`config.mk`:
```
export PLATFORM = sky130hd
export DESIGN_NAME = fetch_pc_unit
export DESIGN_NICKNAME = d
export VERILOG_FILES = /design/src/rtl/fetch_pc_unit.sv
export SDC_FILE = /design/constraint.sdc
export NUM_CORES = 1
export LEC_CHECK = 0
export ABC_CLOCK_PERIOD_IN_PS = 3340
export BUFFER_PORTS_ARGS = -buffer_cell sky130_fd_sc_hd__buf_2
export CORE_MARGIN = 3
export CORE_UTILIZATION = 49
export DETAILED_ROUTE_END_ITERATION = 7
export GPL_ROUTABILITY_DRIVEN = 0
export PLACE_DENSITY = 0.82
export SLEW_MARGIN = 30
export SYNTH_ARGS = -nofsm -noshare
export SYNTH_HDL_FRONTEND = slang
export SYNTH_SLANG_ARGS = --single-unit
```
`constraint.sdc`:
```
create_clock -name clk -period 3.34 [get_ports clk]
set_input_delay 0.668 -clock clk [delete_from_list [all_inputs] [get_ports clk]]
set_output_delay 0.668 -clock clk [all_outputs]
set_load 0.02 [all_outputs]
```
`src/rtl/fetch_pc_unit.sv`:
```
// fetch_pc_unit: owns the program counter, fetches instructions over a
// req/ready + rvalid handshake, and presents each fetched instruction for one
// execute window. Computes the next PC from the branch/jump decisions and
// traps (sticky error, HALT) on a misaligned target.
module fetch_pc_unit #(
  parameter logic [31:0] RESET_PC  = 32'h0040_0000,
  parameter logic [31:0] NOP_INSTR = 32'h0000_0013
) (
  input  logic        clk,
  input  logic        reset,
  output logic        imem_req,
  output logic [31:0] imem_addr,
  input  logic        imem_ready,
  input  logic        imem_rvalid,
  input  logic [31:0] imem_rdata,
  output logic [31:0] instr,
  output logic [6:0]  instr_op,
  output logic [2:0]  instr_func3,
  output logic        instr_valid,
  output logic [31:0] pc_out,
  output logic [31:0] pc_plus4,
  input  logic        stall_in,
  input  logic        beq_in,
  input  logic        bne_in,
  input  logic        blt_in,
  input  logic        bge_in,
  input  logic        jal_in,
  input  logic        alu_pc_sel_in,
  input  logic        zero_in,
  input  logic        lt_in,
  input  logic [31:0] imm_in,
  input  logic [31:0] alu_result_in,
  output logic        error
);

  typedef enum logic [2:0] {
    IDLE = 3'd0,
    REQ  = 3'd1,
    WAIT = 3'd2,
    EXEC = 3'd3,
    HALT = 3'd4
  } state_t;

  state_t      state;
  logic [31:0] pc;
  logic [31:0] next_pc;
  logic        taken;
  logic        misaligned;

  assign imem_addr   = pc;
  assign pc_out      = pc;
  assign pc_plus4    = pc + 32'd4;
  assign instr_op    = instr[6:0];
  assign instr_func3 = instr[14:12];

  // Next-PC selection: jalr target beats jal/taken branch, which beats pc+4.
  always_comb begin
    // NOTE: every signal assigned here gets a default first so no path leaves
    // it unassigned; otherwise synthesis infers a latch.
    taken      = (beq_in & zero_in) | (bne_in & ~zero_in) |
                 (blt_in & lt_in)   | (bge_in & ~lt_in);
    next_pc    = pc + 32'd4;
    if (alu_pc_sel_in) begin
      next_pc = alu_result_in & ~32'h1;
    end else if (jal_in | taken) begin
      next_pc = pc + imm_in;
    end
    misaligned = (next_pc[1:0] != 2'b00);
  end

  // Fetch FSM with registered handshake and execute-window outputs.
  always_ff @(posedge clk) begin
    // NOTE: state is updated with non-blocking assignments so every register
    // samples pre-edge values regardless of statement order.
    if (!reset) begin
      state       <= IDLE;
      pc          <= RESET_PC;
      instr       <= NOP_INSTR;
      imem_req    <= 1'b0;
      instr_valid <= 1'b0;
      error       <= 1'b0;
    end else begin
      case (state)
        IDLE: begin
          state    <= REQ;
          imem_req <= 1'b1;
        end
        REQ: begin
          if (imem_ready) begin
            state    <= WAIT;
            imem_req <= 1'b0;
          end
        end
        WAIT: begin
          if (imem_rvalid) begin
            instr       <= imem_rdata;
            state       <= EXEC;
            instr_valid <= 1'b1;
          end
        end
        EXEC: begin
          if (!stall_in) begin
            pc          <= next_pc;
            instr_valid <= 1'b0;
            if (misaligned) begin
              state <= HALT;
              error <= 1'b1;
            end else begin
              state    <= REQ;
              imem_req <= 1'b1;
            end
          end
        end
        HALT: begin
          imem_req    <= 1'b0;
          instr_valid <= 1'b0;
        end
        default: begin
          state       <= IDLE;
          imem_req    <= 1'b0;
          instr_valid <= 1'b0;
        end
      endcase
    end
  end

endmodule

```
==> results.sh, run 1 <==
export IMPL_run_status="complete, no violations"
export IMPL_y_dimension_of_the_die_um=114
export IMPL_n_diodes=0
export IMPL_dominantRegCellSynth="dfxtp_1"
export IMPL_crit_path_end_kind="primary output"
export IMPL_clock_skew_final_ns=0.0136
export IMPL_num_vias=6421
export IMPL_slew_viol_final=0
export IMPL_tritoncts="built"
export IMPL_data_required_time_at_the_worst_endpoint_ns=2.67
export IMPL_routed_wl_um=19100
export IMPL_report_final_setup_viol=0
export IMPL_die_w_um=114
export IMPL_power_density_nw_per_um2=333
export IMPL_tritoncts_num_sinks=70
export IMPL_cts_htree_levels=3
export IMPL_clockRootBuffer="clkbuf_16"
export IMPL_netlist_top_cells_count="nand2_1, a21oi_1, dfxtp_1"
export IMPL_library_cell_contributing_the_largest_single_delay_on_the_critical_path="and3_1"
export IMPL_finalCriticalPeriod_ns=3.22
export IMPL_synth_seq_cells=70
export IMPL_setup_tns_ns=0
export IMPL_mappedNetlistNets=919
export IMPL_cp_data_arrival_time_ns=2.55
export IMPL_wl_per_cell_um=17.2
export IMPL_setup_bufs_post_cts=0
export IMPL_totalPowerFinal_mw=2.36
export IMPL_firstDrtPassIters=5
export IMPL_num_fill_cells=1071
export IMPL_crit_fanout=6
export IMPL_hold_fix_buffers_cts=0
export IMPL_number_of_drc_markers_in_iteration_0=502
export IMPL_slew_headroom_pct=48.3
export IMPL_layout_nets=1110
export IMPL_yosys_area_top_type="dfxtp_1"
export IMPL_yosys_area_top_type_share_pct=24.6
export IMPL_placed_cell_area_um2=6770
export IMPL_finish_utilization_pct=63.8
export IMPL_worst_ir_drop_on_vdd_uv=240
export IMPL_postRouteAntennaNets=0
export IMPL_cp_start_kind="flop"
export IMPL_number_of_global_route_vias_before_repair=6044
export IMPL_crit_top_cell="and3_1"
export IMPL_numCtsBuffers=9
export IMPL_sequential_cell_area_fraction_in_the_yosys_report_pct=24.6
export IMPL_post_synth_edffs=0
export IMPL_floorplan_core_area_um2=11100
export IMPL_io_buffers=248
export IMPL_drt_vias_per_instance=5.77
export IMPL_final_hold_violation_count=0
export IMPL_top_level_ports=250
export IMPL_synth_cells=777
export IMPL_clkLatencyLatePin_ns=0.32
export IMPL_initial_utilization_pct=51.2
export IMPL_drc_errors=0
export IMPL_hold_path_class="flop to flop"
export IMPL_timing_final_crit_share_pct=96.5
export IMPL_cts_max_path_buffers=2
export IMPL_flow_area_growth_from_synthesis_pct=24.5
export IMPL_power_leakage_nw=3.56
export IMPL_maximum_number_of_pins_on_one_net_before_global_route_repair=47
export IMPL_maxCapViolations=0
export IMPL_rows=38
export IMPL_synth_area_leaders="dfxtp_1, nand2_1, a21oi_1"
export IMPL_synthesis_yosys_warnings=0
export IMPL_grt_pass1_wl_um=30100
export IMPL_gr_total_overflow=0
export IMPL_groute_usage_overall_pct=28.4
export IMPL_grt_antenna_before_repair=0
export IMPL_path_clk_slew_ns=0.06
export IMPL_dieArea_um2=13000
export IMPL_worstMarginPinSlew_ns=0.773
export IMPL_synth_cell_types=72
export IMPL_setup_worst_path_class="flop to primary output"
export IMPL_worstPathCellList="ha_1 -> nand3_1 -> nor2_1 -> and3_1 -> and3_1 -> nand2_1 -> xnor2_1 -> buf_2"
export IMPL_dp_hpwl_um=14600
export IMPL_synthArstFlopShare_pct=0
export IMPL_critPathMaxStageDelay_ns=0.39
export IMPL_drive_gt1_share_pct=30.8
export IMPL_maximum_clock_frequency_mhz=310
export IMPL_synthMostInstantiatedCell="nand2_1"
export IMPL_post_synth_cell_area_avg_um2=7.34
export IMPL_postLayoutCellArea_um2=7100
export IMPL_synth_area_um2=5700
layer usage:
metal  track usage (%)  share of wire [%]  up-vias
li1                  -                  -     3122
met1              37.9                 41     2940
met5                 0                  0        -
met3              5.84                9.1       37
met4              8.63                1.9        0
met2              46.3                 48      322
per-stage QoR:
| stage | instances | setup slack [ns] | hold WS (ns) |
|---|---|---|---|
| after CTS | 1113 | 0.150 | 0.452 |
| after global placement | 1097 | 0.0544 | 0.439 |
| after floorplan | 777 | 0.272 | 0.500 |
| final | 1113 | 0.118 | 0.451 |
| after global routing | 1113 | -0.00991 | 0.477 |
| after detailed placement | 1097 | -0.0165 | 0.443 |
critical path: cells and delay by family (launching register included):
family	cells	cell delay, ns
and+or+nand+nor	5	1.25
DFF	1	0.35
adders and majority gates	1	0.21
xor gates and xnor gates	1	0.21
buffers and inverters	1	0.21
worst paths after layout:
check                     from             to  slack, ns  cells after the start
setup reg to reg  imem_addr[0]  imem_addr[28]       0.43                     11
setup / recovery  imem_addr[2]   pc_plus4[28]       0.12                      8
hold reg to reg      instr[15]      instr[15]       0.45                      2
hold / removal       instr[15]      instr[15]       0.45                      2
cell type report:
class,count,area (um2),area share [%]
flip-flops and latches,70,1400,19.8
clock buffers,11,253,3.56
clock inverters,5,57.6,0.811
repair buffers,267,1380,19.5
multi-input cells,606,3770,53.1
well taps,140,175,2.47
inverters,14,52.6,0.741
power by group:
group / internal, mW / switching (mW)
Clock: 0.620 / 0.381
Sequential: 0.859 / 0.0287
Combinational: 0.184 / 0.290
Total: 1.66 / 0.700
placed cells by master (no fill, tap or decap), drive strengths merged, types with 3 or more instances in the layout:
cell type	count
xor2	20
clkinv	4
o21a	5
dfxtp	70
o211ai	22
nor4	3
and3	13
ha	32
mux2	3
xnor2	29
clkbuf	11
o22ai	3
mux2i	4
o21bai	6
nand2b	11
o21ai	24
nand2	143
nand3	26
a221oi	3
nor2	44
nand4	11
inv	14
o2111ai	3
a21o	24
a21oi	86
a22oi	4
o31ai	7
a211oi	9
buf	267
a31oi	13
nor3	11
or3	10
what timing repair did:
item / in CTS / in global routing
resized for setup: 0 / 3
hold endpoints to repair: 0 / 0
endpoints found under the setup margin: 0 / 4
cells by family after synthesis:
group	Yosys count	share of synthesized area, %
XOR/XNOR	49	7.53
multiplexers	7	1.29
AO/OA/AOI/OAI	230	26.5
adder cells (fa/ha/maj)	33	7.37
AND/OR/NAND/NOR	287	23.1
buffers and inverters	101	9.59
flip-flops	70	24.6
registers in the layout (all words and copies together) (netlist names):
signal and count:
imem_req 1, state 3, instr_valid 1, instr 32, imem_addr 32, error 1
Note: power is estimated with default switching activity, not from simulation.
==> run 2: changes to the inputs <==
Settings changed: CORE_ASPECT_RATIO set to 0.9.
==> results.sh, run 2 (synthesized netlist as in run 1, its figures left out) <==
export IMPL_run_status="complete, no violations"
export IMPL_layout_nets=1109
export IMPL_crit_top_cell="nand3_1"
export IMPL_grt_pass1_wl_um=29700
export IMPL_path_clk_slew_ns=0.06
export IMPL_global_route_met1_utilization_pct=37.5
export IMPL_cp_data_arrival_time_ns=2.54
export IMPL_hold_path_class="flop to flop"
export IMPL_grt_busiest_layer="met2"
export IMPL_rsz_0062_raised_after_global_routing="no"
export IMPL_num_fill_cells=1014
export IMPL_dp_hpwl_um=14700
export IMPL_firstDrtPassIters=7
export IMPL_power_leakage_nw=3.52
export IMPL_setup_tns_ns=0
export IMPL_routed_wl_um=19000
export IMPL_io_buffers=248
export IMPL_dieArea_um2=13000
export IMPL_data_required_time_at_the_worst_endpoint_ns=2.67
export IMPL_min_to="instr[15]"
export IMPL_multiInputGateArea_um2=3770
export IMPL_rows=36
export IMPL_y_dimension_of_the_die_um=108
export IMPL_worst_path_dominant_cell_family="simple AND/OR/NAND/NOR gates"
export IMPL_slew_headroom_pct=43.5
export IMPL_postRouteAntennaNets=0
export IMPL_reg2reg_setup_slack_ns=0.31
export IMPL_flow_area_growth_from_synthesis_pct=23.9
export IMPL_worstPathCellList="nand3_1 -> nor3_4 -> and3_1 -> nand3_1 -> nor2_1 -> xor2_1 -> buf_2"
export IMPL_initial_utilization_pct=51.4
export IMPL_gr_usage_met3_pct=6.38
export IMPL_library_cell_contributing_the_largest_single_delay_on_the_critical_path="dfxtp_1"
export IMPL_mostFrequentLayoutCell="buf_2"
export IMPL_crit_path_end_kind="primary output"
export IMPL_hold_fix_buffers_cts=0
export IMPL_worstMarginPinSlew_ns=0.844
export IMPL_cp_start_kind="flop"
export IMPL_top_level_ports=250
export IMPL_ff_latch_area_um2=1400
export IMPL_die_w_um=120
export IMPL_reg2reg_to="imem_addr[28]"
export IMPL_critical_path_n_buffers_inverters=1
export IMPL_critPathMaxStageDelay_ns=0.46
export IMPL_timing_final_crit_share_pct=96.1
export IMPL_number_of_drc_markers_in_iteration_0=672
export IMPL_tritoncts_num_sinks=70
export IMPL_post_cts_resized_instances=0
export IMPL_crit_fanout=7
export IMPL_maxCapViolations=0
export IMPL_clockRootBuffer="clkbuf_16"
export IMPL_setup_worst_path_class="flop to primary output"
export IMPL_power_density_nw_per_um2=319
export IMPL_n_diodes=0
export IMPL_fin_worst_hold_slack_ns=0.451
export IMPL_drive_gt1_share_pct=30.7
export IMPL_groute_usage_overall_pct=28.2
export IMPL_cts_htree_levels=3
export IMPL_globalRouteMet2Util_pct=46.0
export IMPL_num_vias=6554
export IMPL_final_hold_violation_count=0
export IMPL_report_final_setup_viol=0
export IMPL_worst_ir_drop_on_vdd_uv=242
export IMPL_drc_errors=0
export IMPL_tritoncts="built"
export IMPL_wl_per_cell_um=16.9
export IMPL_hp_start="instr[15]"
export IMPL_cts_max_path_buffers=2
export IMPL_number_of_global_route_vias_before_repair=5943
export IMPL_floorplan_core_area_um2=11100
export IMPL_maximum_clock_frequency_mhz=311
export IMPL_hold_path_depth=2
export IMPL_slew_viol_final=0
export IMPL_finalCriticalPeriod_ns=3.21
export IMPL_clock_skew_final_ns=0.00819
export IMPL_rr_startpoint="imem_addr[0]"
export IMPL_numCtsBuffers=9
export IMPL_setup_bufs_post_cts=0
export IMPL_gr_total_overflow=0
export IMPL_clkLatencyLatePin_ns=0.33
export IMPL_maximum_number_of_pins_on_one_net_before_global_route_repair=46
export IMPL_grt_antenna_before_repair=0
export IMPL_rr_worst_depth=11
export IMPL_most_used_cells_in_the_layout_excluding_fill_and_tap_cells="buf_2, nand2_1, a21oi_1, dfxtp_1, nor2_1"
export IMPL_drt_vias_per_instance=5.83
-- run 2: worst reg2reg max path: cells and delay by family, from the launching register on --
kind / cells / cell delay [ns]
flops: 1 / 0.39
fa+ha+maj: 2 / 0.68
compound gates: 7 / 1.32
simple gates: 2 / 0.52
-- run 2: layout make-up --
type                            instances  area share [%]
Timing Repair Buffer                  266            19.5
Multi-Input combinational cell        606            53.4
Tap cell                              152            2.69
Sequential cell                        70            19.9
Inverter                               14           0.744
Clock inverter                          5           0.514
Clock buffer                           11            3.30
-- run 2: worst max-delay path by stage --
stage	slack, ns	start	end	depth (start not counted)
3_3_place_gp	-0.04	imm_in[0]	imem_addr[28]	12
6_report	0.13	imem_addr[7]	pc_plus4[31]	7
5_1_grt	0.002	imem_addr[7]	pc_plus4[31]	7
3_5_place_dp	-0.1	imm_in[0]	imem_addr[28]	12
4_1_cts	0.07	imem_addr[2]	pc_plus4[26]	8
2_1_floorplan	0.27	imm_in[0]	imem_addr[28]	11
-- run 2: routing by layer --
metal	part of all wire [%]	vias to the layer above
li1	-	3110
met4	1.9	0
met1	43	3060
met2	46	346
met5	0	-
met3	8.9	38
-- run 2: stage by stage --
| step | power, mW | instances | instance area, um2 | setup WS [ns] | util [%] |
|---|---|---|---|---|---|
| final | 2.25 | 1124 | 7060 | 0.130 | 63.7 |
| after global routing | 2.33 | 1124 | 7060 | 0.00190 | 63.7 |
| after CTS | 2.25 | 1124 | 7050 | 0.0687 | 63.6 |
| after detailed placement | 1.37 | 1108 | 6780 | -0.0962 | 61.2 |
| after global placement | 1.36 | 1108 | 6780 | -0.0419 | 61.2 |
| after floorplan | 1.21 | 777 | 5700 | 0.272 | - |
-- run 2: where the power goes --
| part | switching, mW | total [mW] | internal (mW) |
|---|---|---|---|
| Clock | 0.387 | 0.891 | 0.504 |
| Sequential | 0.0293 | 0.888 | 0.859 |
| Combinational | 0.289 | 0.473 | 0.184 |
| Total | 0.705 | 2.25 | 1.55 |
==> run 3: changes to the inputs <==
Settings changed: ABC_CLOCK_PERIOD_IN_PS 3340 to 3450, SKIP_LAST_GASP set to 1.
Clock period 3.34 ns to 3.45 ns, I/O delays scaled along.
==> results.sh, run 3 (synthesized netlist as in run 1, its figures left out) <==
export IMPL_tritoncts="built"
export IMPL_y_dimension_of_the_die_um=108
export IMPL_maximum_number_of_pins_on_one_net_before_global_route_repair=43
export IMPL_flow_area_growth_from_synthesis_pct=24.3
export IMPL_number_of_drc_markers_in_iteration_0=571
export IMPL_numCtsBuffers=9
export IMPL_report_final_setup_viol=0
export IMPL_mostFrequentLayoutCell="buf_2"
export IMPL_critPathMaxStageDelay_ns=0.43
export IMPL_firstDrtPassIters=5
export IMPL_setup_ws_ns=0.141
export IMPL_final_hold_violation_count=0
export IMPL_initial_utilization_pct=51.4
export IMPL_path_clk_slew_ns=0.06
export IMPL_floorplan_core_area_um2=11100
export IMPL_num_vias=6504
export IMPL_dpl_cell_count=1104
export IMPL_hp_start="instr[24]"
export IMPL_num_fill_cells=1017
export IMPL_cts_max_path_buffers=2
export IMPL_top_level_ports=250
export IMPL_critical_path_n_buffers_inverters=1
export IMPL_n_diodes=0
export IMPL_crit_path_end_kind="flop"
export IMPL_cp_data_arrival_time_ns=3.52
export IMPL_data_required_time_at_the_worst_endpoint_ns=3.67
export IMPL_rr_startpoint="imem_addr[0]"
export IMPL_grt_pass1_wl_um=29700
export IMPL_rows=36
export IMPL_hold_path_class="flop to flop"
export IMPL_fin_worst_hold_slack_ns=0.452
export IMPL_cts_htree_levels=3
export IMPL_layout_nets=1105
export IMPL_cp_start_kind="input port"
export IMPL_reg2reg_to="imem_addr[28]"
export IMPL_reg2reg_setup_slack_ns=0.17
export IMPL_dieArea_um2=13000
export IMPL_io_buffers=248
export IMPL_rr_worst_depth=11
export IMPL_post_place_ws_ns=-0.0872
export IMPL_worst_ir_drop_on_vdd_uv=201
export IMPL_power_density_nw_per_um2=336
export IMPL_setup_worst_path_class="input port to flop"
export IMPL_most_used_cells_in_the_layout_excluding_fill_and_tap_cells="buf_2, nand2_1, a21oi_1, dfxtp_1, nor2_1"
export IMPL_groute_usage_overall_pct=28.2
export IMPL_drt_vias_per_instance=5.81
export IMPL_totalPowerFinal_mw=2.38
export IMPL_maxCapViolations=0
export IMPL_min_to="instr[24]"
export IMPL_gr_total_overflow=0
export IMPL_power_leakage_nw=3.53
export IMPL_grt_antenna_before_repair=0
export IMPL_tritoncts_num_sinks=70
export IMPL_worstMarginPinSlew_ns=0.866
export IMPL_setup_bufs_post_cts=0
export IMPL_instances_no_fill=1119
export IMPL_finalCriticalPeriod_ns=3.31
export IMPL_clockRootBuffer="clkbuf_16"
export IMPL_drive_gt1_share_pct=30.2
export IMPL_crit_fanout=3
export IMPL_worst_path_dominant_cell_family="compound AO/OA/AOI/OAI gates"
export IMPL_drc_errors=0
export IMPL_clock_skew_final_ns=0.00835
export IMPL_finish_utilization_pct=64.0
export IMPL_dp_hpwl_um=14700
export IMPL_worstPathCellList="buf_2 -> ha_1 -> fa_1 -> a21o_1 -> a21oi_1 -> o21ai_1 -> a21oi_2 -> or4b_4 -> o211ai_2 -> a311oi_1 -> o22ai_1 -> or3b_1"
export IMPL_hold_fix_buffers_cts=0
export IMPL_number_of_global_route_vias_before_repair=5879
export IMPL_timing_final_crit_share_pct=95.9
export IMPL_die_w_um=120
export IMPL_postRouteAntennaNets=0
export IMPL_post_cts_resized_instances=0
export IMPL_hold_path_depth=2
export IMPL_run_status="complete, no violations"
export IMPL_routed_wl_um=19300
export IMPL_slew_headroom_pct=42.1
export IMPL_worstSetupStartpoint="imm_in[0]"
export IMPL_slew_viol_final=0
export IMPL_library_cell_contributing_the_largest_single_delay_on_the_critical_path="a311oi_1"
export IMPL_rsz_0062_raised_after_global_routing="no"
export IMPL_maximum_clock_frequency_mhz=302
export IMPL_wl_per_cell_um=17.2
export IMPL_clkLatencyLatePin_ns=0.33
-- run 3: worst register-to-register path: cells and delay by family (launching register included) --
kind	cells	cell delay, ns
compound gates	7	1.58
fa+ha+maj	2	0.68
simple gates	2	0.52
flops	1	0.38
-- run 3: layout make-up --
type / count / area, um2 / area share [%]
multi-input cells: 606 / 3760 / 53.1
flip-flops and latches: 70 / 1400 / 19.8
repair buffers: 262 / 1350 / 19.0
clock buffers: 9 / 225 / 3.18
well taps: 152 / 190 / 2.68
clock inverters: 6 / 111 / 1.57
inverters: 14 / 52.6 / 0.742
-- run 3: stage by stage --
stage          setup TNS, ns  area [um2]
2_1_floorplan              0        5700
3_3_place_gp               0        6750
3_5_place_dp         -0.0872        6750
4_1_cts                    0        7090
5_1_grt                    0        7090
6_report                   0        7090
-- run 3: power breakdown --
part / internal [mW] / switching, mW
clock: 0.702 / 0.363
combinational: 0.177 / 0.282
sequential: 0.831 / 0.0286
-- run 3: worst max-delay path by stage --
stage	slack, ns	cells after the start	end
2_1_floorplan	0.36	11	imem_addr[28]
3_3_place_gp	0.003	12	imem_addr[28]
3_5_place_dp	-0.09	12	imem_addr[28]
4_1_cts	0.17	12	imem_addr[28]
5_1_grt	0.0003	8	pc_plus4[30]
6_report	0.14	12	imem_addr[28]
-- run 3: metal layers --
layer	track usage, %	part of all wire [%]	routed length (um)	vias up
li1	-	-	-	3111
met1	37.8	43	8290	3015
met2	46.4	46	8950	344
met3	5.75	8.8	1690	34
met4	7.60	1.7	321	0
met5	0	0	0	-
